$ cat config.mk
export PLATFORM = sky130hd
export DESIGN_NAME = a2x_copro15_regs
export DESIGN_NICKNAME = d
export VERILOG_FILES = /design/src/rtl/a2x_copro15_regs.sv
export SDC_FILE = /design/constraint.sdc
export NUM_CORES = 1
export LEC_CHECK = 0
export CAP_MARGIN = 20
export CORE_ASPECT_RATIO = 2
export CORE_MARGIN = 5
export CORE_UTILIZATION = 28
export CTS_CLUSTER_DIAMETER = 120
export CTS_CLUSTER_SIZE = 14
export DETAILED_ROUTE_END_ITERATION = 12
export GPL_ROUTABILITY_DRIVEN = 1
export PLACE_DENSITY = 0.54
export SLEW_MARGIN = 40
export SYNTH_ARGS = -nofsm -noshare
export SYNTH_HDL_FRONTEND = slang
export SYNTH_SLANG_ARGS = --single-unit
$ cat constraint.sdc
create_clock -name i_clk -period 5.9 [get_ports i_clk]
set_input_delay 0.59 -clock i_clk [delete_from_list [all_inputs] [get_ports i_clk]]
set_output_delay 0.59 -clock i_clk [all_outputs]
set_load 0.1 [all_outputs]
$ cat src/rtl/a2x_copro15_regs.sv
// Coprocessor-15 style control register block: cache configuration, region maps,
// a fault FIFO with sticky overflow, and a request/acknowledge cache-flush handshake.
module a2x_copro15_regs #(
  parameter int          REGION_BITS = 32,
  parameter int          FAULT_DEPTH = 4,
  parameter logic [31:0] COPRO_ID    = 32'h4156_0301
) (
  input  logic                   i_clk,
  input  logic                   i_rst,
  input  logic                   i_fetch_stall,
  input  logic [3:0]             i_copro_crn,
  input  logic [1:0]             i_copro_operation,
  input  logic [31:0]            i_copro_write_data,
  input  logic                   i_fault,
  input  logic [7:0]             i_fault_status,
  input  logic [31:0]            i_fault_address,
  input  logic                   i_cache_flush_ack,
  output logic [31:0]            o_copro_read_data,
  output logic [2:0]             o_cache_control,
  output logic [REGION_BITS-1:0] o_cacheable_area,
  output logic [REGION_BITS-1:0] o_updateable_area,
  output logic [REGION_BITS-1:0] o_disruptive_area,
  output logic                   o_cache_flush,
  output logic                   o_fault_overflow
);

  localparam int          PW        = $clog2(FAULT_DEPTH);
  localparam int          CW        = PW + 1;
  localparam logic [31:0] INFO_WORD = {16'd0, 8'(FAULT_DEPTH), 2'd0, 6'(REGION_BITS)};

  typedef enum logic {IDLE, REQ} flush_state_t;

  flush_state_t           state_q, state_d;
  logic [2:0]             cache_control_q, cache_control_d;
  logic [REGION_BITS-1:0] cacheable_q, cacheable_d;
  logic [REGION_BITS-1:0] updateable_q, updateable_d;
  logic [REGION_BITS-1:0] disruptive_q, disruptive_d;
  logic [PW-1:0]          wr_ptr_q, wr_ptr_d, rd_ptr_q, rd_ptr_d;
  logic [CW-1:0]          count_q, count_d;
  logic                   overflow_q, overflow_d;
  logic [31:0]            read_data_q, read_data_d;

  logic [7:0]             status_mem [FAULT_DEPTH];
  logic [31:0]            addr_mem   [FAULT_DEPTH];

  logic wr, flush_wr, pop_req, push_req, empty, full, do_pop, do_push;
  logic [7:0]  head_status;
  logic [31:0] head_address;

  always_comb begin
    wr       = !i_fetch_stall && (i_copro_operation == 2'd2);
    flush_wr = wr && (i_copro_crn == 4'd1);
    pop_req  = wr && (i_copro_crn == 4'd6);
    push_req = !i_fetch_stall && i_fault;
    empty    = (count_q == '0);
    full     = (count_q == CW'(FAULT_DEPTH));
    do_pop   = pop_req && !empty;
    // A pop in the same cycle frees the slot, so a push into a full queue still lands.
    do_push  = push_req && (!full || do_pop);
    head_status  = empty ? 8'd0  : status_mem[rd_ptr_q];
    head_address = empty ? 32'd0 : addr_mem[rd_ptr_q];
  end

  always_comb begin
    cache_control_d = cache_control_q;
    cacheable_d     = cacheable_q;
    updateable_d    = updateable_q;
    disruptive_d    = disruptive_q;
    if (wr) begin
      case (i_copro_crn)
        4'd2:    cache_control_d = i_copro_write_data[2:0];
        4'd3:    cacheable_d     = i_copro_write_data[REGION_BITS-1:0];
        4'd4:    updateable_d    = i_copro_write_data[REGION_BITS-1:0];
        4'd5:    disruptive_d    = i_copro_write_data[REGION_BITS-1:0];
        default: ;
      endcase
    end
  end

  always_comb begin
    wr_ptr_d = do_push ? wr_ptr_q + PW'(1) : wr_ptr_q;
    rd_ptr_d = do_pop  ? rd_ptr_q + PW'(1) : rd_ptr_q;
    count_d  = count_q + CW'(do_push) - CW'(do_pop);
    overflow_d = overflow_q;
    if (pop_req && i_copro_write_data[31])
      overflow_d = 1'b0;
    if (push_req && full && !do_pop)
      overflow_d = 1'b1;
  end

  always_comb begin
    read_data_d = read_data_q;
    if (!i_fetch_stall) begin
      case (i_copro_crn)
        4'd0:    read_data_d = COPRO_ID;
        4'd2:    read_data_d = {29'd0, cache_control_q};
        4'd3:    read_data_d = 32'(cacheable_q);
        4'd4:    read_data_d = 32'(updateable_q);
        4'd5:    read_data_d = 32'(disruptive_q);
        4'd6:    read_data_d = {overflow_q, 7'd0, 8'(count_q), 8'd0, head_status};
        4'd7:    read_data_d = head_address;
        4'd8:    read_data_d = INFO_WORD;
        default: read_data_d = 32'd0;
      endcase
    end
  end

  always_comb begin
    state_d = state_q;
    case (state_q)
      IDLE:    if (flush_wr) state_d = REQ;
      // A fresh request arriving with the ack keeps the handshake open.
      REQ:     if (i_cache_flush_ack && !flush_wr) state_d = IDLE;
      default: state_d = IDLE;
    endcase
  end

  always_ff @(posedge i_clk or posedge i_rst) begin
    if (i_rst) begin
      state_q         <= IDLE;
      cache_control_q <= '0;
      cacheable_q     <= '0;
      updateable_q    <= '0;
      disruptive_q    <= '0;
      wr_ptr_q        <= '0;
      rd_ptr_q        <= '0;
      count_q         <= '0;
      overflow_q      <= 1'b0;
      read_data_q     <= '0;
    end else begin
      state_q         <= state_d;
      cache_control_q <= cache_control_d;
      cacheable_q     <= cacheable_d;
      updateable_q    <= updateable_d;
      disruptive_q    <= disruptive_d;
      wr_ptr_q        <= wr_ptr_d;
      rd_ptr_q        <= rd_ptr_d;
      count_q         <= count_d;
      overflow_q      <= overflow_d;
      read_data_q     <= read_data_d;
    end
  end

  always_ff @(posedge i_clk) begin
    if (do_push) begin
      status_mem[wr_ptr_q] <= i_fault_status;
      addr_mem[wr_ptr_q]   <= i_fault_address;
    end
  end

  assign o_copro_read_data = read_data_q;
  assign o_cache_control   = cache_control_q;
  assign o_cacheable_area  = cacheable_q;
  assign o_updateable_area = updateable_q;
  assign o_disruptive_area = disruptive_q;
  assign o_cache_flush     = (state_q == REQ);
  assign o_fault_overflow  = overflow_q;

endmodule
Yosys cells after proc, flatten, opt, wreduce, memory -nomap -nowiden

Memories as Yosys holds them, arrays and structs flattened.
Cells that the tools add are included.
W data, S select, Z words.

$add $sub $neg: 4
Eq/ne operators: 10
Multiplexer cells: 10
Bitwise operators: 1
Reductions and logical operators: 23

Operators with widths:

| kind                  | number |
|---|---|
| $pmux W32 S8          | 1 |
| $mux W32              | 1 |
| $eq A4 B3 Y1 const B  | 4 |
| $logic_and A1 B1 Y1   | 10 |
| $eq A4 B2 Y1 const B  | 2 |
| $mux W8               | 1 |
| $reduce_and A2 Y1     | 4 |
| $mux W1               | 6 |
| $logic_not A1 Y1      | 5 |
| $add A2 B1 Y2 const B | 2 |
| $eq A4 B1 Y1 const B  | 1 |
| $eq A4 B4 Y1 const B  | 1 |
| $logic_not A4 Y1      | 1 |
| $add A3 B1 Y3         | 1 |
| $eq A3 B3 Y1 const B  | 1 |
| $logic_not A3 Y1      | 1 |
| $sub A3 B1 Y3         | 1 |
| $eq A2 B2 Y1 const B  | 1 |
| $pmux W1 S2           | 1 |
| $reduce_bool A2 Y1    | 1 |
| $logic_or A1 B1 Y1    | 1 |
| $not A1 Y1            | 1 |

Input port bits: 83
Bits in writable memories: 160
Logic and storage cells: 60
Flip-flop bits (word level): 140
Output and inout port bits: 133
Memories kept: 2

Memories:

| memory     | depth | width | read ports | clocked after memory_dff | wr ports | line | source |
|---|---|---|---|---|---|---|---|
| addr_mem   | 4     | 32    | 1          | 0                        | 1        | 44   | `logic [31:0] addr_mem [FAULT_DEPTH];` |
| status_mem | 4     | 8     | 1          | 0                        | 1        | 43   | `logic [7:0] status_mem [FAULT_DEPTH];` |

Logic depth before layout (Yosys ltp)

Depth after elaboration: 8
Mapped depth: 13

Worst setup path after synthesis

Ideal clock, no wire load.

Kind: input port to flip-flop
Start: in i_fetch_stall
End: mem addr_mem[0][0], enable pin
Stages on the path: 6
Path slack: 2831 ps
Buffers on the path: 1
Arrival time: 2668 ps
Required time: 5499 ps
Cell sequence: buf_2 nor3b_4 nand4b_1 and3_4 nor3b_4 and2_1

Word-level cells in the longest chain between the ends: 8
Elaborated cells between the ends (all ways): 9
Classes of those cells: mux (2); reduce/logical (7)

Ends and longest elaborated chain:

| what                            | line | source |
|---|---|---|
| start, declared                 | 10   | `input logic i_fetch_stall,` |
| $logic_not A1 Y1 *              | --   |  |
| $logic_and A1 B1 Y1             | 51   | `wr = !i_fetch_stall && (i_copro_operation == 2'd2);` |
| $logic_and A1 B1 Y1             | 53   | `pop_req = wr && (i_copro_crn == 4'd6);` |
| $logic_and A1 B1 Y1             | 57   | `do_pop = pop_req && !empty;` |
| $logic_or A1 B1 Y1              | 59   | `do_push = push_req && (!full \|\| do_pop);` |
| $logic_and A1 B1 Y1 *           | 59   |  |
| $mux W1 *                       | 145  | `if (do_push) begin` |
| $mux W1 (implied by the code) * | 147  | `addr_mem[wr_ptr_q] <= i_fault_address;` |
| end, declared                   | 44   |  |

Every way passes the cells marked *; elsewhere a longest branch is shown, timed or not.

Worst setup path after layout

Start: in i_copro_crn[1]
End: mem addr_mem[2][13], enable pin

Word-level cells in the longest chain between the ends: 7

Ends and longest elaborated chain:

| what                          | line | source |
|---|---|---|
| start, declared               | 11   | `input logic [3:0] i_copro_crn,` |
| $eq A4 B3 Y1                  | 53   |  |
| $logic_and A1 B1 Y1           | 53   |  |
| $logic_and A1 B1 Y1           | 57   |  |
| $logic_or A1 B1 Y1            | 59   |  |
| $logic_and A1 B1 Y1           | 59   |  |
| $mux W1                       | 145  |  |
| $mux W1 (implied by the code) | 147  |  |

Every way passes these cells.

==> results.md <==
* Clk slew on worst S/H paths at 0.07 ns
* Core area at 42700 um2
* Maximum vdd drop at 216 uV
* Arrival time at the worst endpoint at 3.60 ns
* Post-Syn Instances at 731
* DR top layer: met4
* Placed Area at 14200 um2
* Drt pass-1 iters at 8
* Wire length on met1 at 13000 um
* Fraction of the mapped netlist area in compound gates at 6.86%
* First-pass GRT wire length at 52100 um
* Finished Core Util at 34.9%
* Post-Synth Adder-Cell Area at 0.788%
* Fraction of layout cells with a size suffix above 1 at 34.4%
* Ys async rst share at 46.7%
* Unrepaired setup endpoints after global routing: false
* Register Area at 8310 um2
* WL met3 at 1710 um
* Synth top area cells: edfxtp_1 (40%), dfrtp_1 (29%), mux2_2 (9.0%), mux4_2 (7.1%), a222oi_1 (1.9%)
* Largest net degree at the start of global routing at 54
* Seq/Total Area, Yosys at 68.8%
* CTS sink cnt at 300
* Leak pwr at 6.11 nW
* Layout Area Growth over Synthesis at 23.6%
* Critical path fanouts, max at 28
* Netlist Area Pre-Place at 12100 um2
* Pwr dens at 386 nW/um2
* Final Critical Period at 3.38 ns
* PostCTS Resize Cnt at 0
* Commonest cells in the netlist: edfxtp_1 (160), dfrtp_1 (140), mux2_2 (97)
* Initial Util at 28.3%
* Main synth FF type: edfxtp_1
* Max-cap violations at 0
* Hold Buf Count CTS at 0
* Largest family of logic cells by synthesized area: multiplexers
* Layout net count at 1035
* CTS Buf Count at 25
* Fin. Hold Viols at 0
* Routed WL at 35100 um
* Final Slew Violations at 0
* Fin crit share at 57.2%
* I/O pin total at 216
* Chip width at 157 um
* Port Buffer Count at 215
* N_diodes at 0
* #FFs+latches synth at 300
* Simple-Gate Fraction of Synth Area at 4.70%
* Die area at 47600 um2
* Fmax at 296 MHz
* Clock Skews at 0.0260 ns
* Setup crit start kind: input port
* Routed Antenna Nets at 0
* Total gr overflow at 0
* Antenna violations before repair at 0
* Post-CTS Setup Repair Bufs at 0
* Post-synth top area share at 39.8%
* Yosys warns at 0
* Crit path from: i_copro_crn[1]
* Data required, critical path at 6.12 ns
* Reg2reg start: count_q[1]
* Die Height at 304 um
* Layout fillers at 4127
* Xor and xnor fraction of the mapped netlist area at 0.363%
* EDFF count, synth at 160
* Transition time of the tightest slew-check pin at 0.820 ns
* Slew HR at 45.3%
* Row count at 107
* Number of global-route vias before repair at 7908
* Via Count at 7243
* Cell taking the most area after synthesis: edfxtp_1
* Status: finished clean
* Starting DRT DRC Count at 481
* Mux cell area share after synthesis at 16.6%
* Gr usage total at 14.5%
* Clock Path Buffers at 3
* Hpwl dp at 25500 um
* Classification of the worst setup path: in2reg
* Clock root buffer: clkbuf_16
* Multi-input combinational cell area at 3590 um2
* Count leader, synth: edfxtp_1
* Vias per std cell at 4.82
* Avg Inst Size Synth at 16.5 um2
* Placed cells at 1463
* Fin cells at 1504
* Finished layout cell area at 14900 um2
* Wirelength per Cell at 23.4 um
* Worst-skew pair later-pin latency at 0.55 ns
* Yosys cell types at 50
* Finish-stage setup viols at 0
* H-tree lvl count at 1
* Synth Net Count at 821
* Met2 wire len at 19100 um
* Setup tns final at 0 ns
* Hold crit path type: in2async
* CTS tree: yes
* Critical path capture point type: flip-flop
* Routability cong. at 0.776
* DRC at 0
critical path: stages:
cell and delay [ns]:
clkdlybuf4s50_1 0.91, nor2b_1 0.30, nand4b_1 0.16, and3_4 0.25, nor3b_4 0.31, and2_2 0.69
buf_4 0.35
power by group:
part,internal [mW],switching (mW)
combinational,0.422,1.18
sequential,2.47,0.184
clock,0.788,0.721
layout by cell type (no fill, tap or decap), types with 5 or more instances in the layout:
cell,synthesis,layout
edfxtp_1,160,160
dfrtp_1,140,138
buf_2,15,134
mux2_2,97,97
clkdlybuf4s50_1,0,81
nand2_1,48,45
mux4_2,38,38
a21oi_1,26,26
clkbuf_16,0,25
a222oi_1,23,23
o21ai_0,20,20
nor2_1,18,18
a21o_1,17,17
buf_4,0,16
clkbuf_1,22,14
inv_1,10,9
a22oi_1,9,9
nor2b_1,8,8
nand3_1,6,6
a221oi_1,6,6
ha_1,6,6
mux2i_1,5,5
per-stage QoR:
| stage | total power, mW | hold WS (ns) | worst slack [ns] |
|---|---|---|---|
| after global routing | 6.00 | 0.494 | 2.25 |
| after CTS | 5.86 | 0.459 | 2.51 |
| final | 5.76 | 0.461 | 2.52 |
| after floorplan | 3.89 | 0.512 | 1.56 |
| after detailed placement | 4.32 | 0.463 | 1.95 |
| after global placement | 4.41 | 0.464 | 2.03 |
sequential cells by signal (all words and copies together), names as in the netlist:
name,cells
rd_ptr_q,2
o_disruptive_area,32
status_mem,32
addr_mem,128
o_copro_read_data,32
wr_ptr_q,2
count_q,3
o_updateable_area,32
o_cache_flush,1
o_cache_control,3
o_cacheable_area,32
o_fault_overflow,1
cell families (layout without fill, tap and decap cells):
group | after synthesis | in the layout
AOI/OAI and AO/OA | 116 | 116
DFF | 300 | 300
muxes | 141 | 141
buffers and inverters | 54 | 282
adders and majority gates | 7 | 7
xor gates and xnor gates | 5 | 5
and+or+nand+nor | 108 | 108
final cells by class:
cell class | count | share of cell area, %
sequential | 300 | 55.7
inverter | 10 | 0.285
clock buffer | 39 | 4.55
clock inverter | 2 | 0.117
timing repair buffer | 231 | 10.7
tap | 545 | 4.57
multi-input combinational | 377 | 24.0
worst paths after layout:
kind | cells past startpoint | end | slack [ns]
max | 7 | addr_mem[2][13] | 2.52
min | 2 | o_cacheable_area[17] | 0.46
max reg2reg | 10 | count_q[2] | 3.20
min reg2reg | 1 | o_copro_read_data[15] | 0.48
max in group asynchronous | 3 | o_copro_read_data[12] | 4.39
min in group i_clk | 1 | o_copro_read_data[15] | 0.48
per-layer routing:
metal  GRT usage (%)  vias up
met3            2.16       53
li1                -     3240
met5               0        -
met2            26.9      215
met1            16.6     3735
met4            5.25        0
Note: power is estimated with default switching activity, not from simulation.
